==> src/rtl/usb_pkg.sv <==
`default_nettype none
// ============================================================================
// usb_pkg - shared USB 1.1 packet types, PID/SYNC/CRC bytes and line constants
// Revision: 1.0
// ============================================================================
package usb_pkg;

    typedef enum logic [2:0] {
        TX_NONE  = 3'd0,
        TX_DATA0 = 3'd1,
        TX_DATA1 = 3'd2,
        TX_ACK   = 3'd3,
        TX_NAK   = 3'd4,
        TX_STALL = 3'd5
    } tx_packet_t;

    localparam logic [7:0] SYNC_BYTE = 8'h80;
    localparam logic [7:0] PID_DATA0 = 8'hC3;
    localparam logic [7:0] PID_DATA1 = 8'h4B;
    localparam logic [7:0] PID_ACK   = 8'hD2;
    localparam logic [7:0] PID_NAK   = 8'h5A;
    localparam logic [7:0] PID_STALL = 8'h1E;
    localparam logic [7:0] CRC1_BYTE = 8'hAA;
    localparam logic [7:0] CRC2_BYTE = 8'h55;

    // Line states as {dplus, dminus}
    localparam logic [1:0] LINE_J   = 2'b10;
    localparam logic [1:0] LINE_K   = 2'b01;
    localparam logic [1:0] LINE_SE0 = 2'b00;

    function automatic logic pkt_valid(input logic [2:0] p);
        return (p != 3'd0) && (p <= 3'd5);
    endfunction

    function automatic logic is_handshake(input tx_packet_t p);
        return (p == TX_ACK) || (p == TX_NAK) || (p == TX_STALL);
    endfunction

    function automatic logic [7:0] pid_byte(input tx_packet_t p);
        logic [7:0] pid;
        case (p)
            TX_DATA0: pid = PID_DATA0;
            TX_DATA1: pid = PID_DATA1;
            TX_ACK:   pid = PID_ACK;
            TX_NAK:   pid = PID_NAK;
            TX_STALL: pid = PID_STALL;
            default:  pid = 8'h00;
        endcase
        return pid;
    endfunction

endpackage
`default_nettype wire

==> src/rtl/usb_tx_encoder.sv <==
`default_nettype none
// ============================================================================
// usb_tx_encoder - bit timer, bit stuffer and NRZI line driver
// Revision: 1.0
// ============================================================================
module usb_tx_encoder
    import usb_pkg::*;
#(
    parameter int CLKS_PER_BIT = 8
) (
    input  logic clk,
    input  logic n_rst,
    input  logic tx_bit,
    input  logic bit_valid,
    input  logic se0,
    input  logic eop_clear,
    output logic bit_ready,
    output logic dplus,
    output logic dminus
);

    localparam int            TW    = $clog2(CLKS_PER_BIT);
    localparam logic [TW-1:0] T_MAX = TW'(CLKS_PER_BIT - 1);

    logic [TW-1:0] timer;
    logic [2:0]    ones;
    logic          level;
    logic          active;
    logic          strobe;
    logic          stuff;

    // The idle timer parks at T_MAX so the first request is launched on the next edge.
    assign active    = bit_valid | se0 | eop_clear;
    assign strobe    = active && (timer == T_MAX);
    assign stuff     = (ones == 3'd6);
    // Ticks for SE0/J bit times too, which lets the controller time the EOP.
    assign bit_ready = strobe && !stuff;

    always_ff @(posedge clk or negedge n_rst) begin
        if (!n_rst) begin
            timer            <= T_MAX;
            ones             <= 3'd0;
            level            <= 1'b1;
            {dplus, dminus}  <= LINE_J;
        end else begin
            if (!active || timer == T_MAX) begin
                timer <= active ? '0 : T_MAX;
            end else begin
                timer <= timer + 1'b1;
            end

            if (strobe) begin
                if (stuff) begin
                    level           <= ~level;
                    {dplus, dminus} <= level ? LINE_K : LINE_J;
                    ones            <= 3'd0;
                end else if (eop_clear) begin
                    level           <= 1'b1;
                    {dplus, dminus} <= LINE_J;
                    ones            <= 3'd0;
                end else if (se0) begin
                    {dplus, dminus} <= LINE_SE0;
                    ones            <= 3'd0;
                end else if (tx_bit) begin
                    {dplus, dminus} <= level ? LINE_J : LINE_K;
                    ones            <= ones + 3'd1;
                end else begin
                    level           <= ~level;
                    {dplus, dminus} <= level ? LINE_K : LINE_J;
                    ones            <= 3'd0;
                end
            end
        end
    end

endmodule
`default_nettype wire

==> src/rtl/usb_tx_ctrl.sv <==
`default_nettype none
// ============================================================================
// usb_tx_ctrl - USB 1.1 full-speed packet transmitter: framing FSM and byte shifter
// Revision: 1.0
// ============================================================================
module usb_tx_ctrl
    import usb_pkg::*;
#(
    parameter int CLKS_PER_BIT = 8
) (
    input  logic       clk,
    input  logic       n_rst,
    input  logic       TX_Start,
    input  logic [2:0] TX_Packet,
    input  logic [7:0] fifo_data,
    input  logic       fifo_empty,
    output logic       r_en,
    output logic       dplus,
    output logic       dminus,
    output logic       TX_Transfer_Active,
    output logic       TX_Done,
    output logic       TX_Error
);

    typedef enum logic [3:0] {
        IDLE      = 4'd0,
        LOAD_SYNC = 4'd1,
        SEND_SYNC = 4'd2,
        LOAD_PID  = 4'd3,
        SEND_PID  = 4'd4,
        LOAD_DATA = 4'd5,
        SEND_DATA = 4'd6,
        LOAD_CRC1 = 4'd7,
        SEND_CRC1 = 4'd8,
        LOAD_CRC2 = 4'd9,
        SEND_CRC2 = 4'd10,
        EOP_SE0   = 4'd11,
        EOP_J     = 4'd12,
        DONE      = 4'd13,
        ERR       = 4'd14
    } state_t;

    state_t     state;
    tx_packet_t pkt;
    logic [7:0] shreg;
    logic [2:0] bit_cnt;
    logic       bit_ready;
    logic       bit_valid;
    logic       se0;
    logic       eop_clear;
    logic       last_bit;

    // LOAD states keep the timer running so the next byte follows without a gap.
    always_comb begin
        bit_valid = 1'b0;
        se0       = 1'b0;
        eop_clear = 1'b0;
        case (state)
            SEND_SYNC, LOAD_PID, SEND_PID, LOAD_DATA, SEND_DATA,
            LOAD_CRC1, SEND_CRC1, LOAD_CRC2, SEND_CRC2: bit_valid = 1'b1;
            EOP_SE0: se0       = 1'b1;
            EOP_J:   eop_clear = 1'b1;
            default: ;
        endcase
    end

    assign last_bit = bit_ready && (bit_cnt == 3'd7);

    always_ff @(posedge clk or negedge n_rst) begin
        if (!n_rst) begin
            state              <= IDLE;
            pkt                <= TX_NONE;
            shreg              <= 8'h00;
            bit_cnt            <= 3'd0;
            r_en               <= 1'b0;
            TX_Transfer_Active <= 1'b0;
            TX_Done            <= 1'b0;
            TX_Error           <= 1'b0;
        end else begin
            r_en     <= 1'b0;
            TX_Done  <= 1'b0;
            TX_Error <= 1'b0;

            if (bit_ready && bit_valid) begin
                shreg   <= {1'b0, shreg[7:1]};
                bit_cnt <= bit_cnt + 3'd1;
            end

            case (state)
                IDLE: begin
                    if (TX_Start) begin
                        if (pkt_valid(TX_Packet)) begin
                            pkt   <= tx_packet_t'(TX_Packet);
                            state <= LOAD_SYNC;
                        end else begin
                            TX_Error <= 1'b1;
                            state    <= ERR;
                        end
                    end
                end
                ERR: state <= IDLE;
                LOAD_SYNC: begin
                    shreg   <= SYNC_BYTE;
                    bit_cnt <= 3'd0;
                    state   <= SEND_SYNC;
                end
                SEND_SYNC: begin
                    TX_Transfer_Active <= 1'b1;
                    if (last_bit) state <= LOAD_PID;
                end
                LOAD_PID: begin
                    shreg <= pid_byte(pkt);
                    state <= SEND_PID;
                end
                SEND_PID: begin
                    if (last_bit) begin
                        if (is_handshake(pkt)) begin
                            state <= EOP_SE0;
                        end else if (!fifo_empty) begin
                            r_en  <= 1'b1;
                            state <= LOAD_DATA;
                        end else begin
                            state <= LOAD_CRC1;
                        end
                    end
                end
                LOAD_DATA: begin
                    shreg <= fifo_data;
                    state <= SEND_DATA;
                end
                SEND_DATA: begin
                    if (last_bit) begin
                        if (!fifo_empty) begin
                            r_en  <= 1'b1;
                            state <= LOAD_DATA;
                        end else begin
                            state <= LOAD_CRC1;
                        end
                    end
                end
                LOAD_CRC1: begin
                    shreg <= CRC1_BYTE;
                    state <= SEND_CRC1;
                end
                SEND_CRC1: if (last_bit) state <= LOAD_CRC2;
                LOAD_CRC2: begin
                    shreg <= CRC2_BYTE;
                    state <= SEND_CRC2;
                end
                SEND_CRC2: if (last_bit) state <= EOP_SE0;
                // bit_cnt has wrapped to 0 on entry; it counts the two SE0 ticks.
                EOP_SE0: begin
                    if (bit_ready) begin
                        if (bit_cnt == 3'd1) begin
                            bit_cnt <= 3'd0;
                            state   <= EOP_J;
                        end else begin
                            bit_cnt <= bit_cnt + 3'd1;
                        end
                    end
                end
                // Second tick marks the end of the J bit time.
                EOP_J: begin
                    if (bit_ready) begin
                        if (bit_cnt == 3'd1) begin
                            TX_Done            <= 1'b1;
                            TX_Transfer_Active <= 1'b0;
                            state              <= DONE;
                        end else begin
                            bit_cnt <= bit_cnt + 3'd1;
                        end
                    end
                end
                DONE:    state <= IDLE;
                default: state <= IDLE;
            endcase
        end
    end

    usb_tx_encoder #(
        .CLKS_PER_BIT(CLKS_PER_BIT)
    ) u_encoder (
        .clk      (clk),
        .n_rst    (n_rst),
        .tx_bit   (shreg[0]),
        .bit_valid(bit_valid),
        .se0      (se0),
        .eop_clear(eop_clear),
        .bit_ready(bit_ready),
        .dplus    (dplus),
        .dminus   (dminus)
    );

endmodule
`default_nettype wire

==> config.mk <==
export PLATFORM = sky130hd
export DESIGN_NAME = usb_tx_ctrl
export DESIGN_NICKNAME = d
export VERILOG_FILES = /design/src/rtl/usb_pkg.sv /design/src/rtl/usb_tx_encoder.sv /design/src/rtl/usb_tx_ctrl.sv
export SDC_FILE = /design/constraint.sdc
export NUM_CORES = 1
export LEC_CHECK = 0
export CELL_PAD_IN_SITES_DETAIL_PLACEMENT = 0
export CELL_PAD_IN_SITES_GLOBAL_PLACEMENT = 1
export CORE_MARGIN = 3
export CORE_UTILIZATION = 40
export CTS_BUF_LIST = sky130_fd_sc_hd__clkbuf_16
export DETAILED_ROUTE_END_ITERATION = 16
export PLACE_DENSITY = 0.8
export SYNTH_ARGS = -nofsm -noshare
export SYNTH_HDL_FRONTEND = slang
export SYNTH_SLANG_ARGS = --single-unit
==> constraint.sdc <==
create_clock -name clk -period 3.7 [get_ports clk]
set_input_delay 1.11 -clock clk [delete_from_list [all_inputs] [get_ports clk]]
set_output_delay 1.11 -clock clk [all_outputs]
set_load 0.1 [all_outputs]
==> results.md, run 1 <==
- EDFF count, synth: 0
- Crit-path cells: clkdlybuf4s50_1 -> nor3_1 -> nor3_1 -> a2bb2oi_4 -> mux2_2
- # diodes: 0
- Final antenna-violating net count: 0
- DIE HEIGHT: 81.0 um
- CP required: around 3.9 ns
- GRT Max-Usage Layer: met2
- # hold bufs at CTS: 0
- Place WS: 0.881 ns
- Final WL: between 5 and 6 mm
- CP Max Fanout: 4
- PortBufs: 20
- Final Cell Area: roughly 0.0026 mm2
- Fraction of layout cells with a size suffix above 1: roughly 16%
- Slew HR: between 30% and 40%
- Slowest cell on crit path: clkdlybuf4s50_1
- Tightest Pin Transition: around 0.91 ns
- Synth area leaders: dfrtp_1 (29%), dfstp_2 (5.8%), ha_1 (5.0%)
- Post-synthesis cell count: 249
- Largest stage delay, worst path: slightly below 0.6 ns
- Worst-path clk slew: roughly 0.050 ns
- Comb power frac: about 54%
- Remaining DRCs: 0
- Final setup fails: 0
- Max Freq: just under 400 MHz
- Final Hold Viols: 0
- Pre-Repair DR Iteration Count: 4
- Max-cap violations: 0
- Wire length per cell: approximately 15 um
- Die W: a little over 80 um
- Main flop type after synthesis: dfrtp_1
- CTS tree: built
- Max-slew violations: 0
- CP Launch Type: input pin
- Yosys Warn Count: 0
- Final Worst Setup Slack: ~1.1 ns
- Total power: 2.55 mW
- Total negative setup slack: 0 ns
- M1 GR Usage: roughly a quarter
- Initial antenna violation count: 0
- Sequential cell fraction of total power: a little under a third
- Via count: 1833
- Layout Skew: around 0.0058 ns
- Clock sink count: 31
- Fin util: 48.8%
- Minimum hold slack: 0.506 ns
- DR vias/cell: roughly 5.5
- Die ar.: 0.00657 mm2
- Setup bufs post-CTS: 0
- P_leak: roughly 1.1 nW
- Dominant cell type by area after synthesis: dfrtp_1
- Nets@finish: ~290
- Met2 track demand over resource: a little over a quarter
- CTS-repair resized insts: 0
- VDD IR max: approximately 0.60 mV
- Layout area overhead: 14.1%
- Post-synthesis net count: 273
- Asr flop ratio synth: 100%
- GRT Total Usage: around 18%
- GP Congestion: about 0.84
- Clk Latency, worst-skew pair: roughly 0.28 ns
- Vias in the first global route: about 1.8k
- First-pass GRT wire length: about 9 mm
- Hold Crit Class: flip-flop to flip-flop
- I/O pins: 21
- # H-tree levels: 2
- Post-DP Area: between 0.002 and 0.0025 mm2
- Tcrit/Tclk final: a little under 70%
- Largest net degree at the start of global routing: 32
- Int Pwr: ~1.4 mW
- Sequential share of the synthesized area: between 30% and 40%
- Clk pwr share: roughly 15%
- Crit Path Class: input pin to flip-flop
- Crit path top cell by count: nor3_1
- Mapped Area: approximately 0.0023 mm2
- Non-Filler Instances: 334
- Syn Area/Cell: around 9.0 um2
- CTS Root Cell: clkbuf_16
- First DRT Iteration DRCs: ~110
- Clock buffer depth: 2
- Power per Cell Area: just under 1000 mW/mm2
- Dpl hpwl: around 3.6 mm
- Dpl cells: around 330
- Most common cell in the synthesized netlist: dfrtp_1
- CTS buffer count: 5
- Total gr overflow: 0
- Worst EP arrival: 2.72 ns
- Core box area: 0.00527 mm2
- Rows: 26
- Critical path capture point type: flip-flop
- Final worst path period need: 2.55 ns
- Top post-synthesis cells by count: dfrtp_1 (26), o21ai_0 (22), nand2_1 (20)
- Sw Pwr: ~1.2 mW
- Synth top area share: just under 30%
- Sw frac: 45.4%
- Starting density of the core: a little over two fifths
- RSZ-0062 raised after global routing: false
- Yosys cell types: 64
- Status: completed
- Seq cells post-synth: 31
- GR Util met3: between 3 and 4%
critical path, delay by kind of cell:
family | cells | cell delay, ns
compound gates | 1 | 0.23
simple gates | 2 | 0.44
buf+inv | 1 | 0.58
mux | 1 | 0.36
registers in the layout, indices dropped and copies added (netlist names):
name / flops
shreg: 8
state: 4
bit_cnt: 3
pkt: 3
u_encoder.ones: 3
u_encoder.timer: 3
TX_Done: 1
TX_Error: 1
TX_Transfer_Active: 1
r_en: 1
u_encoder.dminus: 1
u_encoder.dplus: 1
u_encoder.level: 1
kinds of logic (layout without fill, tap and decap cells):
group	count (synthesis)	after routing	synth area share (%)
fa+ha+maj	9	9	5.00
mux	17	17	9.00
xor+xnor	1	1	0.389
simple gates	83	83	19.4
buf+inv	28	43	6.78
compound gates	80	80	24.7
flops	31	31	34.7
cell usage in the layout, fill, tap and decap left out, types with 5 or more instances in the layout:
cell type        Yosys  layout
dfrtp_1             26      26
buf_4                5       7
clkbuf_16            0       5
nor3_1               8       8
nor2b_1              6       6
o21ai_1              5       5
mux2_2               5       5
dfstp_2              5       5
nand2_1             20      20
mux2_4               5       5
ha_1                 9       9
inv_1               13      14
nor2_1              19      19
o21ai_0             22      22
clkdlybuf4s50_1      0      14
nand2b_1             5       5
a21oi_1             14      14
mux2i_1              6       6
power by group through the flow:
stage / clock network, mW / logic (mW) / registers (mW)
after floorplan: 0 / 1.27 / 0.676
after global placement: 0 / 1.37 / 0.778
after detailed placement: 0 / 1.39 / 0.777
after CTS: 0.391 / 1.39 / 0.775
after global routing: 0.408 / 1.56 / 0.818
final: 0.383 / 1.38 / 0.778
routing by layer:
metal / share of wire (%) / up-vias
met5: 0 / -
met4: 1.7 / 0
met3: 3.2 / 8
met2: 45 / 32
met1: 50 / 865
li1: - / 928
final cells by class:
type | instances | area, um2
clock buffers | 5 | 125
repair buffers | 21 | 193
clock inverters | 3 | 12.5
fillers | 533 | 2700
multi-input cells | 190 | 1320
well taps | 70 | 87.6
flip-flops and latches | 31 | 782
inverters | 14 | 52.6
path summary, 6_finish.rpt:
path                            startpoint            endpoint  slack (ns)  depth (start not counted)
min in group asynchronous            n_rst            shreg[2]        1.24                          2
hold reg to reg            u_encoder.dplus     u_encoder.dplus        0.51                          1
setup / recovery                  TX_Start            state[2]        1.15                          5
setup reg to reg                  state[0]            state[2]        1.32                          5
max in group asynchronous            n_rst  u_encoder.timer[0]        2.14                          2
hold / removal             u_encoder.dplus     u_encoder.dplus        0.51                          1
No activity file was read; power rests on OpenSTA's default activity.
==> run 2, diff against run 1 <==
==> constraint.sdc (replaced) <==
create_clock -name clk -period 2.6 [get_ports clk]
set_input_delay 0.78 -clock clk [delete_from_list [all_inputs] [get_ports clk]]
set_output_delay 0.78 -clock clk [all_outputs]
set_load 0.1 [all_outputs]
==> run 2 against run 1 <==
Via count rose by 1.7%. Sequential power increased by 31%. Count of clock-buffer cells in the layout unchanged. Combinational power up 56%. Global-route usage hardly changed. Final area up 2.3%. Largest power group unchanged. Critical path type is now flip-flop to flip-flop. Clock skew is 0.0021 ns lower. Worst setup slack worse by 0.80 ns.
==> results.md, run 2 (synthesis results as in run 1) <==
- Status: completed
- CP startpoint: u_encoder.timer[0]
- Die W: 81.0 um (unchanged)
- Tightest Pin Transition: 0.678 ns (-0.232 ns)
- Max-slew violations: 0 (unchanged)
- # hold bufs at CTS: 0 (unchanged)
- Hold Startpoint: u_encoder.level
- Largest stage delay, worst path: 0.53 ns (-0.05 ns)
- # H-tree levels: 2 (unchanged)
- M1 GR Usage: 25.3% (+2.1 points)
- Final setup fails: 0 (unchanged)
- Largest Register: shreg
- Max Freq: around 440 MHz
- P_leak: 1.11 nW (+3.4%)
- Worst EP arrival: 2.42 ns (-0.30 ns)
- Dpl hpwl: 3.83 mm (+5.1%)
- GRT Max-Usage Layer: met2
- Most frequent cells in the layout: dfrtp_1 (26), o21ai_0 (22), nand2_1 (20)
- Critical path capture point type: flip-flop
- CP Launch Type: flip-flop
- Via count: 1865 (+1.7%)
- DR vias/cell: 5.45 (-0.63%)
- Setup bufs post-CTS: 0 (unchanged)
- CTS tree: built
- Reg area: 782 um2 (unchanged)
- Clk Latency, worst-skew pair: 0.27 ns (about the same)
- Hold Crit Class: flip-flop to flip-flop
- Fill cell count: 545 (+2.3%)
- Total gr overflow: 0 (unchanged)
- R2R depth: 6 (+1)
- Initial antenna violation count: 0 (unchanged)
- VDD IR max: 0.745 mV (+24%)
- Final Hold Viols: 0 (unchanged)
- CTS Root Cell: clkbuf_16
- I/O pins: 21 (unchanged)
- Largest net degree at the start of global routing: 32 (unchanged)
- Die ar.: 0.00657 mm2 (unchanged)
- Most common cell after layout, fill and taps aside: dfrtp_1
- Clock buffer depth: 2 (unchanged)
- Max-cap violations: 0 (unchanged)
- Final Worst Setup Slack: 0.340 ns (-0.805 ns)
- CTS buffer count: 5 (unchanged)
- DIE HEIGHT: 81.0 um (unchanged)
- Pre-Repair DR Iteration Count: 4 (unchanged)
- Total power: 3.70 mW (+46%)
- Max reg flops: 8 (unchanged)
- Layout Skew: 0.00363 ns (-0.00214 ns)
- Total negative setup slack: 0 ns (unchanged)
- First-pass GRT wire length: 9.01 mm (+2.5%)
- Multi-input logic area: 0.00132 mm2 (unchanged)
- Remaining DRCs: 0 (unchanged)
- Clock sink count: 31 (unchanged)
- GR Util met3: 3.33% (-0.22 points)
- Crit-path cells: ha_1 -> ha_1 -> a21bo_2 -> nor2_1 -> o22a_1 -> mux2_4
- GP Congestion: 0.882 (+4.4%)
- Starting density of the core: 42.7% (unchanged)
- CP Max Fanout: 8 (+4)
- Crit path top cell by count: ha_1
- Final WL: 5.16 mm (+2.5%)
- First DRT Iteration DRCs: 158 (+48%)
- Vias in the first global route: 1851 (+1.5%)
- RSZ-0062 raised after global routing: false
- Place WS: 0.192 ns (-0.689 ns)
- Largest regs: shreg (8), state (4)
- Final antenna-violating net count: 0 (unchanged)
- Minimum hold slack: 0.505 ns (-0.00126 ns)
- Slowest cell on crit path: dfstp_2
- Fraction of layout cells with a size suffix above 1: 17.6% (+2.1 points)
- CTS-repair resized insts: 0 (unchanged)
- RR Startpoint: u_encoder.timer[0]
- Layout area overhead: 16.7%
- # diodes: 0 (unchanged)
- Slew HR: 54.8% (+15 points)
- Tcrit/Tclk final: between 80% and 90%
- Rows: 26 (unchanged)
- Nets@finish: 295 (+2.8%)
- PortBufs: 20 (unchanged)
- Crit Path Class: flip-flop to flip-flop
- CP required: 2.76 ns (-1.10 ns)
- Worst hold path depth: 2 (+1)
- Final worst path period need: around 2.3 ns
- Core box area: 0.00527 mm2 (unchanged)
- Worst-path clk slew: 0.05 ns (about the same)
- Met2 track demand over resource: 26.8% (-0.41 points)
- Power per Cell Area: 1410 mW/mm2 (+42%)
- Wire length per cell: 15.1 um (+0.10%)
- GRT Total Usage: 17.5% (-0.050 points)
==> run 2: cell count changes in the layout (fill, tap and decap cells not counted) <==
| cell | previous run | this run |
|---|---|---|
| clkinv_1 | 2 | 3 |
| buf_4 | 7 | 15 |
| clkinv_2 | 1 | 0 |
==> run 2: critical path: cells and delay by family (launching register included) <==
family	cells	cell delay, ns
flip-flops	1	0.53
AO/OA/AOI/OAI	2	0.72
adder cells (fa/ha/maj)	2	0.39
AND/OR/NAND/NOR	1	0.16
multiplexers	1	0.34
==> run 2: stage by stage <==
step                      instance area, um2  instances  utilization, %
final                                   2630        342            49.9
after global routing                    2630        342            49.9
after CTS                               2630        342            49.9
after detailed placement                2490        334            47.3
after global placement                  2490        334            47.3
after floorplan                         2250        249               -
==> run 2: final timing paths <==
| path | endpoint | slack, ns |
|---|---|---|
| setup / recovery | shreg[4] | 0.34 |
| hold / removal | u_encoder.level | 0.50 |
| setup reg to reg | shreg[4] | 0.34 |
| hold reg to reg | u_encoder.level | 0.50 |
| max in group asynchronous | u_encoder.timer[0] | 1.37 |
| min in group asynchronous | shreg[0] | 0.91 |
==> run 2: layout make-up <==
cell class,instances,area share (%)
Clock buffer,5,4.76
Multi-Input combinational cell,190,50.1
Sequential cell,31,29.7
Tap cell,70,3.33
Inverter,14,2.00
Clock inverter,3,0.428
Timing Repair Buffer,29,9.61
==> run 2: power by group <==
part           leakage (nW)  switching (mW)  total (mW)  internal [mW]
Combinational         0.670            1.17        2.15          0.973
Clock                0.0701           0.194       0.537          0.343
Sequential            0.371           0.300        1.02          0.721
==> run 2: layer usage <==
layer | up-vias | part of all wire (%)
met5 | - | 0
li1 | 934 | -
met1 | 899 | 51
met3 | 6 | 3.5
met4 | 0 | 0.95
met2 | 26 | 45
